$ cat config.mk
export PLATFORM = sky130hd
export DESIGN_NAME = mult8x8_seq_ctrl
export DESIGN_NICKNAME = d
export VERILOG_FILES = /design/src/rtl/mult8x8_seq_ctrl.sv
export SDC_FILE = /design/constraint.sdc
export NUM_CORES = 1
export LEC_CHECK = 0
export CORE_MARGIN = 2
export CORE_UTILIZATION = 35
export DETAILED_ROUTE_END_ITERATION = 12
export PLACE_DENSITY = 0.56
export SLEW_MARGIN = 10
export SYNTH_ARGS = -nofsm -noshare
export SYNTH_HDL_FRONTEND = slang
export SYNTH_SLANG_ARGS = --single-unit
$ cat constraint.sdc
create_clock -name clk -period 6.4 [get_ports clk]
set_clock_uncertainty 0.05 [all_clocks]
set_input_delay 1.28 -clock clk [delete_from_list [all_inputs] [get_ports clk]]
set_output_delay 1.28 -clock clk [all_outputs]
set_load 0.03 [all_outputs]
$ cat src/rtl/mult8x8_seq_ctrl.sv
// Iterative 8x8 unsigned multiplier: one shared 4x4 nibble multiplier, four shifted partial products.
// Optional macro APPROX_MODE_EN adds an 'approx' input that skips the lo*lo partial product.
module mult8x8_seq_ctrl #(
   parameter int PP_REG = 0
) (
   input  logic        clk,
   input  logic        rst,
   input  logic        in_valid,
   output logic        in_ready,
   input  logic [7:0]  a,
   input  logic [7:0]  b,
`ifdef APPROX_MODE_EN
   input  logic        approx,
`endif
   output logic        out_valid,
   input  logic        out_ready,
   output logic [15:0] p,
   output logic        busy
);

   typedef enum logic [1:0] {IDLE, MUL, DONE} state_t;

   // With a registered partial product the sequence needs one extra drain step.
   localparam logic [2:0] LAST_STEP = (PP_REG != 0) ? 3'd4 : 3'd3;

   state_t      state;
   state_t      state_next;
   logic [7:0]  a_q;
   logic [7:0]  b_q;
   logic [2:0]  step;
   logic [2:0]  first_step;
   logic [15:0] acc;
   logic [15:0] pp_q;
   logic [15:0] pp_shifted;
   logic [15:0] acc_sum;
   logic [3:0]  nib_a;
   logic [3:0]  nib_b;
   logic [7:0]  nib_prod;
   logic [3:0]  shamt;
   logic        accept;
   logic        last_step;

`ifdef APPROX_MODE_EN
   assign first_step = approx ? 3'd1 : 3'd0;
`else
   assign first_step = 3'd0;
`endif

   // Operand nibble selection and shift amount for the current step.
   always_comb begin
      nib_a = a_q[3:0];
      nib_b = b_q[3:0];
      shamt = 4'd0;
      case (step)
         3'd1: begin
            nib_a = a_q[7:4];
            shamt = 4'd4;
         end
         3'd2: begin
            nib_b = b_q[7:4];
            shamt = 4'd4;
         end
         3'd3: begin
            nib_a = a_q[7:4];
            nib_b = b_q[7:4];
            shamt = 4'd8;
         end
         default: ;
      endcase
   end

   assign nib_prod   = {4'b0000, nib_a} * {4'b0000, nib_b};
   assign pp_shifted = {8'b0000_0000, nib_prod} << shamt;
   assign acc_sum    = acc + ((PP_REG != 0) ? pp_q : pp_shifted);
   assign last_step  = (step == LAST_STEP);

   always_ff @(posedge clk) begin
      if (rst)
         state <= IDLE;
      else
         state <= state_next;
   end

   always_comb begin
      state_next = state;
      in_ready   = 1'b0;
      out_valid  = 1'b0;
      busy       = 1'b1;
      accept     = 1'b0;
      case (state)
         IDLE: begin
            busy     = 1'b0;
            in_ready = ~rst;
            accept   = in_valid & ~rst;
            if (accept)
               state_next = MUL;
         end
         MUL: begin
            if (last_step)
               state_next = DONE;
         end
         DONE: begin
            out_valid = 1'b1;
            if (out_ready)
               state_next = IDLE;
         end
         default: state_next = IDLE;
      endcase
   end

   // Datapath: p is loaded only on the final step so it holds through DONE and afterwards.
   always_ff @(posedge clk) begin
      if (rst) begin
         a_q  <= 8'd0;
         b_q  <= 8'd0;
         step <= 3'd0;
         acc  <= 16'd0;
         pp_q <= 16'd0;
         p    <= 16'd0;
      end else if (accept) begin
         a_q  <= a;
         b_q  <= b;
         acc  <= 16'd0;
         pp_q <= 16'd0;
         step <= first_step;
      end else if (state == MUL) begin
         if (last_step) begin
            p <= acc_sum;
         end else begin
            acc  <= acc_sum;
            pp_q <= pp_shifted;
            step <= step + 3'd1;
         end
      end
   end

endmodule

==> results of run 1 <==
==> state kept, by name, summed over array words and instances (netlist names) <==
name,cells
p,16
step,3
acc,16
state,2
a_q,8
b_q,8
==> routing by layer <==
metal / GRT usage, % / wire length (um) / part of all wire, %
met1: 21.9 / 3990 / 49
met2: 26.3 / 3730 / 46
met3: 2.51 / 243 / 3.0
met4: 4.96 / 137 / 1.7
met5: 0 / 0 / 0
==> worst max-delay path, cell delays in order, from the launching register on <==
cell and delay, ns:
dfxtp_1 0.41, ha_1 0.20, ha_1 0.33, a21oi_1 0.08, buf_4 0.18, mux2i_1 0.17, or2_2 0.31, fa_1 0.53
inv_1 0.05, fa_1 0.56, inv_1 0.07, fa_1 0.45, inv_1 0.07, a21o_2 0.12, a21oi_1 0.07, xnor2_1 0.16
mux2i_1 0.21, nor2_1 0.07, ha_1 0.37, a21o_1 0.21, o2111a_1 0.28, o21a_1 0.20, or3_4 0.35, and4_1 0.20
o21a_1 0.16
==> repair_timing <==
item                                    in CTS  in global routing
resized for setup                            0                  3
endpoints found under the setup margin       0                  8
hold endpoints to repair                     0                  0
==> power groups by stage <==
stage	clock (mW)	combinational [mW]	sequential [mW]
floorplan	0	0.0735	0.353
global placement	0	0.106	0.355
CTS	0.253	0.108	0.347
finish	0.243	0.107	0.347
global route	0.264	0.121	0.349
detailed placement	0	0.107	0.355
==> layout make-up <==
class | instances | area (um2)
Multi-Input combinational cell | 352 | 2240
Fill cell | 1025 | 5600
Clock buffer | 7 | 86.3
Inverter | 16 | 60.1
Tap cell | 133 | 166
Sequential cell | 53 | 1060
Timing Repair Buffer | 40 | 395
Clock inverter | 1 | 30.0
==> final timing paths <==
kind,startpoint,end,slack [ns]
setup / recovery,step[0]$_SDFFE_PP0P_,acc[15]$_SDFFE_PP0P_,0.46
hold / removal,p[10]$_SDFFE_PP0P_,p[10]$_SDFFE_PP0P_,0.41
setup reg to reg,step[0]$_SDFFE_PP0P_,acc[15]$_SDFFE_PP0P_,0.46
hold reg to reg,p[10]$_SDFFE_PP0P_,p[10]$_SDFFE_PP0P_,0.41
==> cell families (layout without fill, tap and decap cells) <==
logic type	Yosys count	after routing	share of synthesized area [%]
compound gates	107	107	19.4
xor+xnor	14	14	3.57
fa+ha+maj	37	37	14.6
buf+inv	39	64	4.37
flops	53	53	30.9
mux	11	11	3.21
simple gates	183	183	23.9
==> through the flow <==
step | setup slack, ns | instance area, um2 | std cells
2_1_floorplan | 0.734 | 3430 | 444
3_3_place_gp | 0.359 | 3920 | 594
3_5_place_dp | 0.248 | 3920 | 594
4_1_cts | 0.227 | 4030 | 602
5_1_grt | 0.0132 | 4040 | 602
6_report | 0.459 | 4040 | 602
==> Yosys cell counts (all sizes together), types with 3 or more instances <==
cell	n	area, um2
ha	32	400
or4	3	22.5
a21o	7	53.8
clkbuf	19	71.3
nor4	3	18.8
fa	5	100
mux2i	11	110
nand2	92	345
nand3	10	50.1
dfxtp	53	1060
o21ai	25	133
nor2b	5	31.3
a211oi	6	50.1
buf	4	18.8
o21a	3	22.5
inv	16	60.1
o211ai	6	45.0
nor2	40	150
a21oi	43	219
nor3	8	40.0
xor2	3	26.3
or2	5	31.3
a31oi	7	43.8
xnor2	11	96.3
==> impl_metrics.py, run 1 <==
metrics = {
    "worst_setup_path": {
        "crit_path_start_kind": "flop",
        "cp.arrival_ns": 6.11,
        "critPathKind": "flop to flop",
        "crit_fanout": 6,
        "reg2reg_depth": 24,
        "end_kind": "flop",
        "critPathRequiredTime_ns": 6.57,
    },
    "power_and_ir_drop": {
        "switchingPower_mw": 0.186,
        "p_per_area_mw_per_mm2": 173,
        "seq_power_share_pct": 49.7,
        "max-vdd-ir-drop_mv": 0.0715,
        "power_frac_comb_pct": 15.4,
        "p_int_mw": 0.512,
        "total_power_mw": 0.698,
        "switching_share_pct": 26.7,
        "p_leak_nw": 1.66,
        "pwr-share-clk_pct": 34.9,
    },
    "die": {
        "core.rowCount": 36,
        "die-area_mm2": 0.0106,
        "fp.dieH_um": 103,
        "core_area_mm2": 0.00964,
        "io_pins": 39,
        "dieWidth_um": 103,
        "start_util_pct": 35.6,
    },
    "sta": {
        "rsz0062_at_grt": "no",
        "final_hold_viol_count": 0,
        "tns_ns": 0,
        "tightest_slew_ns": 0.979,
        "finalCritPeriodShare_pct": 92.8,
        "drv_slew": 0,
        "timing.hold.ws_ns": 0.407,
        "layout_min_cycle_time_ns": 5.94,
        "fmax_ghz": 0.168,
        "slew_headroom_pct": 34.8,
        "finalSetupViolCount": 0,
    },
    "global_routing": {
        "grt_max_degree": 36,
        "grt_pass1_wl_mm": 13.4,
        "grt_remaining_overflow": 0,
        "antenna_found_initial": 0,
        "grt_use_total_pct": 16.1,
        "first_global_vias": 2820,
    },
    "finish": {
        "final_util_pct": 42.0,
        "layout_common_cells": "92 x nand2_1, 53 x dfxtp_1, 41 x a21oi_1",
        "fin_nets": 525,
        "layout-drive-gt1-share_pct": 5.54,
        "final_common_cell": "nand2_1",
        "syn2layout_area_growth_pct": 17.8,
        "n_antenna_cell": 0,
    },
    "routing": {
        "vias": 3059,
        "drc": 0,
        "wl_mm": 8.10,
        "ant_nets": 0,
        "drtIter0Drc": 81,
        "vias_per_cell": 5.08,
        "wl_per_cell_um": 13.5,
        "drtPass1Iterations": 4,
    },
    "job": {
        "cap_violations": 0,
    },
    "logic_synthesis": {
        "ys_seq_area_share_pct": 30.9,
        "synth_edf_count": 0,
        "syn_area_mm2": 0.00343,
        "synth_fp_nets": 501,
        "synth_cells": 444,
        "avgSynthCellArea_um2": 7.73,
        "yosysUniqueCellTypes": 52,
        "ys_warn_count": 0,
        "async_flop_share_pct": 0,
        "yosys_register_bits": 53,
        "ys.flop_type": "dfxtp_1",
    },
    "clock_tree": {
        "cts.sinks": 53,
        "ctsHoldBuffers": 0,
        "cts_tree": "done",
        "cts_htree_levels": 2,
        "cts_root_buffer": "clkbuf_8",
        "insertion_delay_ns": 0.31,
        "cts_buffer_depth": 2,
        "cts_buffers": 5,
        "clk_pin_slew_ns": 0.10,
        "post_cts_buffers": 0,
    },
    "placement": {
        "io_buffer_count": 38,
        "hpwl_mm": 6.23,
        "gp_congestion": 0.847,
    },
    "worst_hold_path": {
        "min_delay_path_depth": 2,
        "min_path_type": "flop to flop",
    },
    "outcome": {
        "status": "completed",
    },
}
No activity file was read; power rests on OpenSTA's default activity.
==> inputs of run 2 (changes only) <==
--- a/config.mk
+++ b/config.mk
@@ -9,7 +9,7 @@
 export CORE_UTILIZATION = 35
 export DETAILED_ROUTE_END_ITERATION = 12
 export PLACE_DENSITY = 0.56
-export SLEW_MARGIN = 10
+export SLEW_MARGIN = 20
 export SYNTH_ARGS = -nofsm -noshare
 export SYNTH_HDL_FRONTEND = slang
 export SYNTH_SLANG_ARGS = --single-unit
==> results of run 2 <==
Same layout as run 1: the final DEF is identical, and so are final timing and power.
